## src/rtl/if_id_stage_pkg.sv

```systemverilog
// Shared CPU package: fetch-stage constants, FSM state type
// and the IF/ID pipeline bundle.
package if_id_stage_pkg;

    localparam int INSTR_W = 32;
    localparam int ADDR_W  = 32;

    localparam logic [ADDR_W-1:0]  RESET_PC  = 32'h0000_0000;
    localparam logic [ADDR_W-1:0]  RESET_NPC = 32'h0000_0004;
    localparam logic [ADDR_W-1:0]  PC_STEP   = 32'h0000_0004;
    localparam logic [INSTR_W-1:0] NOP_WORD  = 32'h0000_0000;

    // Delay-slot tracker state. Kept as a plain vector so the
    // encodings stay visible to older tools and waveform viewers.
    typedef logic [0:0] fsm_state_t;

    localparam fsm_state_t ST_SEQ  = 1'b0;
    localparam fsm_state_t ST_SLOT = 1'b1;

    typedef struct packed {
        logic [INSTR_W-1:0] instr;
        logic [ADDR_W-1:0]  pc;
        logic [ADDR_W-1:0]  npc;
        logic               valid;
        logic               dslot;
    } if_id_t;

    localparam if_id_t IF_ID_RESET = '{
        instr: NOP_WORD,
        pc:    32'h0000_0000,
        npc:   32'h0000_0000,
        valid: 1'b0,
        dslot: 1'b0
    };

    // Sequential successor address; wraps modulo 2^32.
    function automatic logic [ADDR_W-1:0] next_seq_addr(
        input logic [ADDR_W-1:0] addr
    );
        return addr + PC_STEP;
    endfunction

endpackage

```

## src/rtl/if_id_stage_pc_npc_unit.sv

```systemverilog
// PC/nPC pair with delayed-branch update: the instruction at
// nPC always executes before a redirect reaches the PC.
module pc_npc_unit
    import if_id_stage_pkg::*;
(
    input  logic              clk,
    input  logic              reset,
    input  logic              le,
    input  logic              branch_taken,
    input  logic [ADDR_W-1:0] target_addr,
    output logic [ADDR_W-1:0] pc,
    output logic [ADDR_W-1:0] npc
);

    logic [ADDR_W-1:0] pc_q;
    logic [ADDR_W-1:0] pc_d;
    logic [ADDR_W-1:0] npc_q;
    logic [ADDR_W-1:0] npc_d;

    // Next PC/nPC: hold on stall, else shift nPC into PC and
    // load nPC from the redirect target or the next word.
    always_comb begin
        pc_d  = pc_q;
        npc_d = npc_q;
        if (le) begin
            pc_d = npc_q;
            if (branch_taken) begin
                npc_d = target_addr;
            end else begin
                npc_d = next_seq_addr(npc_q);
            end
        end
    end

    // PC/nPC registers with synchronous reset.
    always_ff @(posedge clk) begin
        if (reset) begin
            pc_q  <= RESET_PC;
            npc_q <= RESET_NPC;
        end else begin
            pc_q  <= pc_d;
            npc_q <= npc_d;
        end
    end

    assign pc  = pc_q;
    assign npc = npc_q;

endmodule

```

## src/rtl/if_id_stage.sv

```systemverilog
// Fetch stage and IF/ID pipeline register with delay-slot
// tracking; the instruction ROM is read combinationally at PC.
module if_id_stage
    import if_id_stage_pkg::*;
(
    input  logic               clk,
    input  logic               reset,
    input  logic               LE,
    input  logic               branch_taken,
    input  logic [ADDR_W-1:0]  target_addr,
    input  logic               annul,
    input  logic [INSTR_W-1:0] imem_data,
    output logic [ADDR_W-1:0]  imem_addr,
    output logic [INSTR_W-1:0] instr_ID,
    output logic [ADDR_W-1:0]  pc_ID,
    output logic [ADDR_W-1:0]  npc_ID,
    output logic               valid_ID,
    output logic               dslot_ID
);

    logic [ADDR_W-1:0] pc;
    logic [ADDR_W-1:0] npc;

    fsm_state_t state_q;
    fsm_state_t state_d;

    if_id_t ifid_q;
    if_id_t ifid_d;

    pc_npc_unit u_pc_npc (
        .clk          (clk),
        .reset        (reset),
        .le           (LE),
        .branch_taken (branch_taken),
        .target_addr  (target_addr),
        .pc           (pc),
        .npc          (npc)
    );

    // Fetch address is the live PC, no extra pipeline delay.
    assign imem_addr = pc;

    // Delay-slot tracker: a taken redirect makes the next fetch
    // a slot; a redirect from inside a slot starts a fresh slot.
    always_comb begin
        state_d = state_q;
        if (LE) begin
            if (branch_taken) begin
                state_d = ST_SLOT;
            end else begin
                state_d = ST_SEQ;
            end
        end
    end

    // IF/ID capture: annul squashes the word but keeps its PC
    // pair so later stages still see where the slot lived.
    always_comb begin
        ifid_d = ifid_q;
        if (LE) begin
            ifid_d.pc    = pc;
            ifid_d.npc   = npc;
            ifid_d.dslot = (state_q == ST_SLOT);
            if (annul) begin
                ifid_d.instr = NOP_WORD;
                ifid_d.valid = 1'b0;
            end else begin
                ifid_d.instr = imem_data;
                ifid_d.valid = 1'b1;
            end
        end
    end

    // State and IF/ID registers with synchronous reset.
    always_ff @(posedge clk) begin
        if (reset) begin
            state_q <= ST_SEQ;
            ifid_q  <= IF_ID_RESET;
        end else begin
            state_q <= state_d;
            ifid_q  <= ifid_d;
        end
    end

    assign instr_ID = ifid_q.instr;
    assign pc_ID    = ifid_q.pc;
    assign npc_ID   = ifid_q.npc;
    assign valid_ID = ifid_q.valid;
    assign dslot_ID = ifid_q.dslot;

endmodule
```

## config.mk

```make
export PLATFORM = sky130hd
export DESIGN_NAME = if_id_stage
export DESIGN_NICKNAME = d
export VERILOG_FILES = /design/src/rtl/if_id_stage_pkg.sv /design/src/rtl/if_id_stage_pc_npc_unit.sv /design/src/rtl/if_id_stage.sv
export SDC_FILE = /design/constraint.sdc
export NUM_CORES = 1
export LEC_CHECK = 0
export ABC_AREA = 1
export CORE_MARGIN = 3
export CORE_UTILIZATION = 46
export DETAILED_ROUTE_END_ITERATION = 6
export PLACE_DENSITY_LB_ADDON = 0.15
export SLEW_MARGIN = 20
export SYNTH_ARGS = -nofsm -noshare
export SYNTH_HDL_FRONTEND = slang
export SYNTH_SLANG_ARGS = --single-unit
```

## constraint.sdc

```tcl
create_clock -name clk -period 2.05 [get_ports clk]
set_clock_uncertainty 0.2 [all_clocks]
set_input_delay 0.615 -clock clk [delete_from_list [all_inputs] [get_ports clk]]
set_output_delay 0.615 -clock clk [all_outputs]
set_load 0.02 [all_outputs]
```

==> summary.md <==
| Metric | Value |
|---|---|
| Status | `complete, no violations` |
| DP Wirelength | `13100 um` |
| Root buf cell | `clkbuf_16` |
| Fin Hold WS | `0.261 ns` |
| CTS HTree Levels | `4` |
| Core ar. | `12200 um^2` |
| GR Util All Layers | `25.8%` |
| CP Data Arrival Time | `1.20 ns` |
| Commonest non-fill, non-tap cell in the layout | `nand2_1` |
| CP max-delay cell | `dfxtp_1` |
| Share of cells above drive strength 1 | `8.76%` |
| Fmax | `497 MHz` |
| RSZ-0062 raised after global routing | `false` |
| Setup violators final | `0` |
| Mapped Area | `5810 um^2` |
| Clock latency on the worst-skew pair | `approximately 0.43 ns` |
| Max-cap check violation count | `0` |
| Final Instance Area | `8180 um^2` |
| Tmin final | `just over 2 ns` |
| Met1 wire length | `7090 um` |
| Unique masters post-synth | `30` |
| Hold buffer count at cts | `0` |
| Most frequent cells in the layout | `nand2_1 (188), dfxtp_1 (131), dlygate4sd2_1 (124), nor2_1 (113), o21ai_0 (74)` |
| Power Density | `823 nW/um^2` |
| Max Used Layer | `met4` |
| VDD IR-drop max | `0.656 mV` |
| Req. time, crit path | `1.23 ns` |
| Port Buf Inserts | `198` |
| Crit end category | `output port` |
| Crit-path max cell delay | `between 0.3 and 0.4 ns` |
| Antenna violations before repair | `0` |
| FF+latch count, synth | `between 100 and 150` |
| Crit-path cells | `dlygate4sd2_1` |
| Crit path buf inv count | `1` |
| Fin crit share | `98.2%` |
| Via density | `5.20` |
| Nets@finish | `1027` |
| Largest net degree at the start of global routing | `61` |
| Drt drc | `0` |
| Synth Instances | `798` |
| Leakage | `0.00365 uW` |
| # IOs | `between 150 and 200` |
| Initial DRC count | `515` |
| Setup repair bufs after CTS | `0` |
| Vias in the first global route | `5678` |
| Clk buf depth | `2` |
| Routed via count | `5919` |
| Net Sw Frac | `28.7%` |
| DR WL/cell | `15.9 um` |
| Layout area overhead | `40.8%` |
| Largest fanout on the critical path | `4` |
| Chip width | `~120 um` |
| Sequential share of power | `41.9%` |
| Antenna diodes | `0` |
| Register area share after synthesis | `45.2%` |
| ANT nets after route | `0` |
| Worst hold-check path type | `flip-flop to flip-flop` |
| GPL Wtd Cong | `0.906` |
| Combinational Power Share | `14.4%` |
| Clock sinks | `131` |
| CTS tree | `yes` |
| Slew @ Worst Pin | `0.565 ns` |
| Rel. slew slack | `62.4%` |
| Reg clk slew, reported paths | `0.06 ns` |
| Fin. max-slew vios | `0` |
| First-pass GRT wire length | `28800 um` |
| Total congestion overflow | `0` |
| Met2 Wirelength | `between 8000 and 9000 um` |
| Post-DP Area | `7760 um^2` |
| Routed wl met3 | `around 1600 um` |
| Clock Power Share | `between 40% and 50%` |
| Core Rows | `40` |
| CTS Buf Count | `17` |
| Family with the most delay on the worst path | `flip-flops` |
| Fill count | `1086` |
| Int Power | `4800 uW` |
| Initial Utilization | `47.8%` |
| Average cell area after synthesis | `7.28 um^2` |
| Switching power of the nets | `1930 uW` |
| Drt total wl | `18100 um` |
| Die ar. | `between 10000 and 15000 um^2` |
| Critical path class | `flip-flop to output port` |
| Drt pass-1 iters | `6` |
| YS warnings | `0` |
| Syn Nets | `868` |
| Final hold violations | `0` |
| Die Span Y | `118 um` |
| Setup crit start kind | `flip-flop` |
-- sequential cells by signal, summed over array words and instances (netlist names) --
signal and cells:
instr_ID 32, u_pc_npc.pc 32, pc_ID 32, dslot_ID 1, valid_ID 1, u_pc_npc.npc 32, state_q 1
-- final cells by class --
cell class	instances	area, um^2	share of cell area [%]
multi-input combinational	545	2570	31.4
clock buffer	17	425	5.20
sequential	131	2620	32.1
timing repair buffer	218	2040	24.9
inverter	44	165	2.02
clock inverter	15	146	1.79
tap	168	210	2.57
-- power by group through the flow --
stage	registers, uW	clock network (uW)	logic (uW)
after floorplan	2970	0	446
after global placement	2870	0	1050
after detailed placement	2880	0	1070
after CTS	2820	2980	975
after global routing	2840	3090	1050
final	2820	2940	968
-- final timing paths --
path,startpoint,end,slack (ns),cells after the start
worst max register to register,u_pc_npc.npc[2],u_pc_npc.npc[26],0.21,10
worst min register to register,instr_ID[24],instr_ID[24],0.26,2
worst min-delay path,instr_ID[24],instr_ID[24],0.26,2
worst max-delay path,u_pc_npc.pc[26],npc_ID[26],0.04,1
-- metal layers --
metal  vias up  track usage, %
met5         -               0
met4         0            10.8
met3        36            9.38
met2       257            43.6
met1      2743            29.4
li1       2883               -
-- synthesized netlist by cell type, drive strengths merged --
| master | n | share of area [%] |
|---|---|---|
| dfxtp | 131 | 45 |
| nand3 | 41 | 3.7 |
| a21oi | 71 | 6.4 |
| or2 | 1 | 0.11 |
| and2 | 2 | 0.22 |
| dlygate4sd1 | 1 | 0.15 |
| nor2 | 126 | 10 |
| ha | 1 | 0.22 |
| inv | 42 | 2.7 |
| a31oi | 9 | 0.97 |
| a211oi | 4 | 0.52 |
| nand2 | 193 | 13 |
| o22ai | 1 | 0.11 |
| clkbuf | 21 | 1.4 |
| o211ai | 10 | 1.3 |
| nor3 | 8 | 0.69 |
| buf | 56 | 6.3 |
| clkinv | 2 | 0.13 |
| a311oi | 4 | 0.60 |
| o21ai | 74 | 6.4 |
-- cells by family (layout without fill, tap and decap cells) --
family / count (synthesis) / in the layout / share of synthesized area, %
compound gates: 173 / 173 / 16.2
fa+ha+maj: 1 / 1 / 0.215
buf+inv: 122 / 294 / 10.7
flops: 131 / 131 / 45.2
simple gates: 371 / 371 / 27.7
-- stage by stage --
step,setup TNS [ns],cells,utilization (%),power (uW),setup slack (ns)
6_report,0,1138,67.2,6730,0.0372
5_1_grt,0,1138,67.2,6970,0.000711
4_1_cts,0,1138,67.2,6770,0.0183
3_5_place_dp,-0.577,1106,63.8,3940,-0.0808
3_3_place_gp,-0.130,1106,63.8,3920,-0.0478
2_1_floorplan,0,798,-,3420,0.318
-- timing repair --
| action | CTS | global route |
|---|---|---|
| hold endpoints to repair | 0 | 0 |
| setup endpoints to repair | 130 | 6 |
| gates resized for setup | 131 | 6 |
(Power assumes the default switching activity.)
